`config.mk`:
```
export PLATFORM = sky130hd
export DESIGN_NAME = video_pll_reconfig
export DESIGN_NICKNAME = d
export VERILOG_FILES = /design/src/rtl/video_pll_reconfig.sv
export SDC_FILE = /design/constraint.sdc
export NUM_CORES = 1
export LEC_CHECK = 0
export CAP_MARGIN = 5
export CORE_MARGIN = 10
export CORE_UTILIZATION = 49
export DETAILED_ROUTE_END_ITERATION = 10
export PLACE_DENSITY = 0.93
export SYNTH_ARGS = -nofsm -noshare
export SYNTH_HDL_FRONTEND = slang
export SYNTH_SLANG_ARGS = --single-unit
```
`constraint.sdc`:
```
create_clock -name sys_clk -period 3.3 [get_ports sys_clk]
set_clock_uncertainty 0.05 [all_clocks]
set_input_delay 0.495 -clock sys_clk [delete_from_list [all_inputs] [get_ports sys_clk]]
set_output_delay 0.495 -clock sys_clk [all_outputs]
set_load 0.05 [all_outputs]
```
`src/rtl/video_pll_reconfig.sv`:
```
// Runtime PLL ratio reconfiguration and lock supervisor.
// Sequences PLL reset, qualifies lock with a stable-count window, retries on
// timeout and gates output clocks until lock is confirmed.
// Optional feature: define VIDEO_PLL_LOCK_MON_EN to auto-relock on loss of lock in RUN.
module video_pll_reconfig #(
    parameter int unsigned NUM_OUT       = 4,
    parameter int unsigned RATIO_W       = 10,
    parameter int unsigned DEF_IDIV      = 7,
    parameter int unsigned DEF_FDIV      = 156,
    parameter logic [NUM_OUT*RATIO_W-1:0] DEF_ODIV = {10'd124, 10'd46, 10'd15, 10'd3},
    parameter int unsigned RST_CYCLES    = 16,
    parameter int unsigned STABLE_CYCLES = 1024,
    parameter int unsigned LOCK_WAIT     = 100000,
    parameter int unsigned MAX_RETRY     = 3
) (
    input  logic                       sys_clk,
    input  logic                       rst_n,
    input  logic                       cfg_valid,
    output logic                       cfg_ready,
    input  logic [RATIO_W-1:0]         cfg_idiv,
    input  logic [RATIO_W-1:0]         cfg_fdiv,
    input  logic [NUM_OUT*RATIO_W-1:0] cfg_odiv,
    input  logic                       pll_lock,
    output logic                       pll_rst,
    output logic [RATIO_W-1:0]         pll_ratioi,
    output logic [RATIO_W-1:0]         pll_ratiof,
    output logic [NUM_OUT*RATIO_W-1:0] pll_odiv,
    output logic [NUM_OUT*RATIO_W-1:0] pll_duty,
    output logic [NUM_OUT-1:0]         clk_en,
    output logic                       locked,
    output logic                       err,
    output logic [3:0]                 retry_cnt
);

    localparam int unsigned CntMax = (RST_CYCLES > LOCK_WAIT) ? RST_CYCLES : LOCK_WAIT;
    localparam int unsigned CntW   = $clog2(CntMax + 1);
    localparam int unsigned StabW  = $clog2(STABLE_CYCLES + 1);

    typedef enum logic [1:0] {StAssertRst, StWaitLock, StRun, StFail} state_e;

    state_e                     state_q, state_d;
    logic [CntW-1:0]            cnt_q, cnt_d;
    logic [StabW-1:0]           stab_q, stab_d;
    logic [3:0]                 retry_q, retry_d, retry_inc;
    logic                       err_q, err_d;
    logic [RATIO_W-1:0]         idiv_q, idiv_d, fdiv_q, fdiv_d;
    logic [NUM_OUT*RATIO_W-1:0] odiv_q, odiv_d;
    logic                       pll_rst_q, pll_rst_d;
    logic                       run_q, run_d;
    logic                       cfg_ready_q, cfg_ready_d;
    logic                       sync1_q, lock_s_q;
    logic                       handshake, stable_done, timeout;
`ifdef VIDEO_PLL_LOCK_MON_EN
    logic                       low_q, low_d;
`endif

    // Lock synchroniser; held clear while the PLL is in reset so a stale lock
    // from the previous configuration never counts toward the stable window.
    always_ff @(posedge sys_clk or negedge rst_n) begin
        if (!rst_n) begin
            sync1_q  <= 1'b0;
            lock_s_q <= 1'b0;
        end else if (pll_rst_q) begin
            sync1_q  <= 1'b0;
            lock_s_q <= 1'b0;
        end else begin
            sync1_q  <= pll_lock;
            lock_s_q <= sync1_q;
        end
    end

    // Next-state, counters, ratio capture and registered output decode.
    always_comb begin
        state_d   = state_q;
        cnt_d     = cnt_q;
        stab_d    = stab_q;
        retry_d   = retry_q;
        err_d     = err_q;
        idiv_d    = idiv_q;
        fdiv_d    = fdiv_q;
        odiv_d    = odiv_q;
`ifdef VIDEO_PLL_LOCK_MON_EN
        low_d     = 1'b0;
`endif
        handshake   = cfg_valid && cfg_ready_q;
        stable_done = lock_s_q && (stab_q == StabW'(STABLE_CYCLES - 1));
        timeout     = (cnt_q == CntW'(LOCK_WAIT - 1));
        retry_inc   = (retry_q == 4'hF) ? retry_q : retry_q + 4'd1;

        unique case (state_q)
            StAssertRst: begin
                if (cnt_q == CntW'(RST_CYCLES - 1)) begin
                    state_d = StWaitLock;
                    cnt_d   = '0;
                    stab_d  = '0;
                end else if (cnt_q != '1) begin
                    cnt_d = cnt_q + 1'b1;
                end
            end
            StWaitLock: begin
                if (cnt_q != '1) cnt_d = cnt_q + 1'b1;
                if (!lock_s_q)          stab_d = '0;
                else if (stab_q != '1)  stab_d = stab_q + 1'b1;
                // Stable completion takes priority over a coincident timeout.
                if (stable_done) begin
                    state_d = StRun;
                    retry_d = 4'd0;
                    cnt_d   = '0;
                end else if (timeout) begin
                    retry_d = retry_inc;
                    cnt_d   = '0;
                    if (retry_inc < 4'(MAX_RETRY)) begin
                        state_d = StAssertRst;
                    end else begin
                        state_d = StFail;
                        err_d   = 1'b1;
                    end
                end
            end
            StRun: begin
`ifdef VIDEO_PLL_LOCK_MON_EN
                // Two consecutive low samples of lock_s trigger a relock.
                low_d = !lock_s_q;
                if (!lock_s_q && low_q) begin
                    state_d = StAssertRst;
                    cnt_d   = '0;
                    retry_d = 4'd0;
                end
`endif
            end
            StFail: begin
            end
            default: state_d = StAssertRst;
        endcase

        // Handshake only possible in RUN/FAIL; new ratios land together with pll_rst.
        if (handshake) begin
            idiv_d  = cfg_idiv;
            fdiv_d  = cfg_fdiv;
            odiv_d  = cfg_odiv;
            err_d   = 1'b0;
            retry_d = 4'd0;
            cnt_d   = '0;
            state_d = StAssertRst;
        end

        pll_rst_d   = (state_d == StAssertRst) || (state_d == StFail);
        run_d       = (state_d == StRun);
        cfg_ready_d = (state_d == StRun) || (state_d == StFail);
    end

    // State, counters, ratios and glitch-free registered outputs.
    always_ff @(posedge sys_clk or negedge rst_n) begin
        if (!rst_n) begin
            state_q     <= StAssertRst;
            cnt_q       <= '0;
            stab_q      <= '0;
            retry_q     <= 4'd0;
            err_q       <= 1'b0;
            idiv_q      <= RATIO_W'(DEF_IDIV);
            fdiv_q      <= RATIO_W'(DEF_FDIV);
            odiv_q      <= DEF_ODIV;
            pll_rst_q   <= 1'b1;
            run_q       <= 1'b0;
            cfg_ready_q <= 1'b0;
        end else begin
            state_q     <= state_d;
            cnt_q       <= cnt_d;
            stab_q      <= stab_d;
            retry_q     <= retry_d;
            err_q       <= err_d;
            idiv_q      <= idiv_d;
            fdiv_q      <= fdiv_d;
            odiv_q      <= odiv_d;
            pll_rst_q   <= pll_rst_d;
            run_q       <= run_d;
            cfg_ready_q <= cfg_ready_d;
        end
    end

`ifdef VIDEO_PLL_LOCK_MON_EN
    // Remembers a low lock_s sample from the previous RUN cycle.
    always_ff @(posedge sys_clk or negedge rst_n) begin
        if (!rst_n) low_q <= 1'b0;
        else        low_q <= low_d;
    end
`endif

    assign cfg_ready  = cfg_ready_q;
    assign pll_rst    = pll_rst_q;
    assign pll_ratioi = idiv_q;
    assign pll_ratiof = fdiv_q;
    assign pll_odiv   = odiv_q;
    assign pll_duty   = odiv_q;
    assign clk_en     = {NUM_OUT{run_q}};
    assign locked     = run_q;
    assign err        = err_q;
    assign retry_cnt  = retry_q;

endmodule
```
-- Word level (Yosys, flattened, before mapping)
Cells that the tools add are included.
W data, S select, Z words.
- bits of input ports: 64
- flip-flop bits (word level): 100
- equal/unequal tests: 13
- order comparisons: 1
- reduce and logical (&&, ||, !) cells: 14
- $add $sub $neg: 3
- muxes and demuxes: 28
- operators by type and width (kind ; count):
    $mux W17 ; 5
    $pmux W17 S2 ; 1
    $mux W11 ; 3
    $pmux W11 S2 ; 1
    $mux W4 ; 5
    $add A17 B1 Y17 const B ; 1
    $eq A17 B17 Y1 const B ; 1
    $eq A17 B4 Y1 const B ; 1
    $ne A17 B17 Y1 const B ; 1
    $add A11 B1 Y11 const B ; 1
    $eq A11 B10 Y1 const B ; 1
    $ne A11 B11 Y1 const B ; 1
    $mux W2 ; 5
    $mux W1 ; 7
    $ne A2 B2 Y1 const B ; 3
    $reduce_bool A2 Y1 ; 3
    $reduce_bool A3 Y1 ; 2
    $add A4 B1 Y4 const B ; 1
    $eq A2 B2 Y1 const B ; 2
    $eq A4 B4 Y1 const B ; 1
    $logic_not A2 Y1 ; 2
    $lt A4 B2 Y1 const B ; 1
    $pmux W2 S2 ; 1
    $reduce_and A4 Y1 ; 1
    other kinds (6) ; 8

-- Depth between registers and ports, before layout
- word-level depth: 10
- gate-level depth with buffers: 8
- mapped depth without buffers: 7

-- Worst setup path before layout
Ideal clock, no wire load.
- path kind: register -> register
- start: reg stab_q[0]
- end: reg cnt_q[5]
- stages on the path, launching flop included: 9
- buffers on the path: 1
- arrival time: 1.934 ns
- path slack: 1.234 ns
- library setup time: 0.082 ns
- cells stage by stage: dfrtp_1 ha_1 and4_1 a31oi_2 o31ai_2 a211oi_4 buf_6 o21ai_1 a31oi_1
- word-level cells in the longest chain between the ends: 5
- ends and longest elaborated chain (what ; RTL line ; text):
    start, declared ; 43 ; logic [StabW-1:0] stab_q, stab_d;
    start signal, assigned ; 169 ; stab_q <= stab_d;
    $eq A11 B10 Y1 ; 86 ; stable_done = lock_s_q && (stab_q == StabW'(STABLE_CYCLES - 1));
    $logic_and A1 B1 Y1 ; 86 ;
    $mux W17 ; 105 ; if (stable_done) begin
    $pmux W17 S2 ; 90 ; unique case (state_q)
    $mux W17 ; 137 ; if (handshake) begin
    end signal, assigned ; 168 ; cnt_q <= cnt_d;
    end, declared ; 42 ; logic [CntW-1:0] cnt_q, cnt_d;
Every way passes these cells.
A chain may end at the register's enable or synchronous reset.

-- Worst setup path in the final report
- start: reg stab_q[0]
- end: reg cnt_q[15]
The elaborated chain is that of the path after synthesis.

==> summary.md <==
| Metric | Value |
|---|---|
| Outcome | `completed` |
| Hpwl dp | `11.3 mm` |
| CP endpoint kind | `flop` |
| Row Count | `36` |
| Post-Syn Nets | `619` |
| Syn. warnings | `0` |
| Post-Synth XOR/XNOR Area | `0.881%` |
| P per Cell Area | `591 mW/mm^2` |
| Max VDD drop | `0.250 mV` |
| Sequential cell area fraction in the yosys report | `50.9%` |
| Synth area leaders | `dfrtp_1 39%, nand2_1 16%, dfstp_2 12%` |
| DRT iter0 DRCs | `399` |
| Cts hold-fix bufs | `0` |
| Data required time of the worst path | `3.53 ns` |
| Clock buffers created by TritonCTS | `9` |
| Cell Area, Placed | `0.00650 mm^2` |
| Initial Utilization | `50.6%` |
| # setup viols final | `0` |
| Largest net degree at the start of global routing | `68` |
| Clk root buf | `clkbuf_8` |
| Met3 wire len | `roughly 1.1 mm` |
| Min cycle time layout | `2.53 ns` |
| Drt pass-1 iters | `5` |
| Post-CTS Resized | `0` |
| Die footprint | `0.0146 mm^2` |
| Fillers | `726` |
| Max Used Layer | `met4` |
| Initial antenna violation count | `0` |
| GR Util All Layers | `19.5%` |
| Combinational family with the most area after synthesis | `simple AND/OR/NAND/NOR gates` |
| WP buf/inv | `1` |
| CP cell instances | `ha_1 > and4_1 > a31oi_2 > o31ai_2 > a211oi_4 > buf_4 > a41oi_1 > a31oi_1` |
| Core Region | `0.00982 mm^2` |
| Relative slew slack | `44.5%` |
| Total grt overflow | `0` |
| Simple-gate portion of the synthesized area | `a little over a quarter` |
| Synthesized cell area | `slightly below 0.005 mm^2` |
| F_max | `395 MHz` |
| Post-route ant nets | `0` |
| Maxcap violations | `0` |
| Design area | `roughly 0.0067 mm^2` |
| Share of flip-flops with an asynchronous set or reset | `100%` |
| Pre-CTS WS | `0.786 ns` |
| Total Neg Setup Slack | `0 ns` |
| Area share of the largest cell type after synthesis | `38.8%` |
| Hold Vio Cnt, Final | `0` |
| Layout cells sized above 1 | `9.97%` |
| Crit path DAT | `2.77 ns` |
| Multi-input gate area | `0.00199 mm^2` |
| Placer Congestion | `0.856` |
| # clock sinks | `100` |
| Adder-Cell Fraction of Synth Area | `less than 1%` |
| Largest stage delay, worst path | `0.54 ns` |
| Total Power | `between 3 and 4 mW` |
| Max-slew violations | `0` |
| Synth Area in Compound Gates | `11.3%` |
| DRT Wirelength | `14.7 mm` |
| Critical path class | `reg2reg` |
| EDFF count, synth | `0` |
| I/O pin count | `176` |
| Die Y | `approximately 120 um` |
| Worst Tran Pin Value | `0.832 ns` |
| CTS tree | `yes` |
| Vias in the first global route | `4492` |
| Delay-heaviest family, CP | `compound AO/OA/AOI/OAI gates` |
| Flops & latches, synth | `100` |
| CP startpoint kind | `flop` |
| FF/Latch Area | `0.00253 mm^2` |
| Final Cycle Share | `76.8%` |
| Number of H-tree levels | `3` |
| Nets | `744` |
| Syn Inst Count | `552` |
| Worst-Skew Late Latency | `0.37 ns` |
| Post-synth top cells | `207 x nand2_1, 77 x dfrtp_1, 44 x buf_4` |
| Most numerous cell in the Yosys netlist | `nand2_1` |
| Unique cell type count in the Yosys netlist | `66` |
| Cell taking the most area after synthesis | `dfrtp_1` |
| Hold WC Path Type | `in2async` |
| DRT met1 WL | `roughly 5.5 mm` |
| Hold WS | `0.167 ns` |
| Vias | `4427` |
| WL/cell | `between 15 and 20 um` |
| Multiplexer share of the synthesized area | `0.201%` |
| Top FF cell, synth | `dfrtp_1` |
| Met2 WL | `7.64 mm` |
| ANT cells | `0` |
| Worst Path Max Fanout | `15` |
| First-pass GRT wire length | `23.2 mm` |
| Post-CTS setup buffer count | `0` |
| Clk pin slew, worst setup/hold paths | `0.10 ns` |
| Width of the die | `121 um` |
| Pleak | `between 3 and 4 nW` |
| Crit-path slowest cell | `a211oi_4` |
| RSZ-0062 raised after global routing | `no` |
| Area Growth Syn to Fin | `35.6%` |
| DRC Markers | `0` |
| PnR worst setup slack | `0.767 ns` |
| Via density | `roughly 5.4` |
| R2r setup slk | `0.77 ns` |
| Port bufs | `175` |
| CTS Buffer Depth | `2` |
| Syn_area_per_cell | `roughly 9.0 um^2` |
==> per-layer routing <==
layer / vias to the layer above / GRT usage (%)
li1: 2058 / -
met2: 216 / 34.5
met1: 2120 / 21.9
met3: 33 / 4.51
met5: - / 0
met4: 0 / 9.05
==> cell families (layout without fill, tap and decap cells) <==
kind of cell	after synthesis	after routing
and+or+nand+nor	297	297
DFF	100	100
AOI/OAI and AO/OA	75	75
buffers and inverters	71	201
xor gates and xnor gates	5	5
adders and majority gates	3	3
muxes	1	1
==> flip-flops by register name, summed over array words and instances (netlist names) <==
name / cells
pll_duty: 40
cnt_q: 17
stab_q: 11
pll_ratiof: 10
pll_ratioi: 10
retry_cnt: 4
state_q: 2
cfg_ready: 1
err: 1
lock_s_q: 1
locked: 1
pll_rst: 1
sync1_q: 1
==> power breakdown <==
group          internal [mW]  switching (mW)
combinational          0.517            1.04
sequential              1.40           0.130
clock                  0.456           0.440
total                   2.38            1.61
==> cells in the final DEF, fill, tap and decap left out, types with 2 or more instances in the layout <==
| cell | netlist | final |
|---|---|---|
| nor3_1 | 5 | 5 |
| and4_1 | 2 | 2 |
| ha_1 | 3 | 3 |
| nand3_1 | 12 | 12 |
| nand2_1 | 207 | 206 |
| and3_1 | 7 | 7 |
| nor2_1 | 26 | 26 |
| and2_1 | 3 | 2 |
| a31oi_1 | 14 | 14 |
| buf_4 | 44 | 4 |
| a21o_1 | 2 | 2 |
| and4_4 | 2 | 2 |
| clkinvlp_4 | 0 | 2 |
| nor4_2 | 2 | 2 |
| nor4_1 | 2 | 2 |
| a41oi_1 | 5 | 5 |
| dfrtp_1 | 77 | 77 |
| a21oi_1 | 19 | 19 |
| clkdlybuf4s50_1 | 0 | 174 |
| nand4_1 | 9 | 9 |
| clkbuf_8 | 0 | 10 |
| bufinv_16 | 0 | 2 |
| nand2b_1 | 3 | 3 |
| o2bb2ai_1 | 2 | 2 |
| dfstp_2 | 23 | 23 |
| nor2b_1 | 4 | 4 |
| o21ai_0 | 7 | 7 |
| inv_1 | 6 | 6 |
| nor3_2 | 2 | 2 |
| nand2_2 | 1 | 2 |
| o21ai_1 | 3 | 3 |
| xnor2_1 | 5 | 5 |
==> final timing paths <==
path / cells after the start / to / start
hold reg to reg: 2 / pll_ratiof[7] / pll_ratiof[7]
setup reg to reg: 8 / cnt_q[15] / stab_q[0]
setup / recovery: 8 / cnt_q[15] / stab_q[0]
min in group sys_clk: 2 / pll_ratiof[7] / pll_ratiof[7]
max in group asynchronous: 2 / pll_duty[36] / rst_n
hold / removal: 1 / sync1_q / rst_n
==> final cells by class <==
cell class	instances	area share, %
flip-flops and latches	100	37.6
clock buffers	10	2.04
well taps	133	2.47
inverters	6	0.334
repair buffers	179	26.6
multi-input cells	381	29.6
clock inverters	6	1.41
==> stage by stage <==
| stage | cells | util (%) |
|---|---|---|
| CTS | 815 | 68.6 |
| global placement | 799 | 66.2 |
| finish | 815 | 68.6 |
| floorplan | 552 | - |
| detailed placement | 799 | 66.2 |
| global route | 815 | 68.6 |
Note: power is estimated with default switching activity, not from simulation.
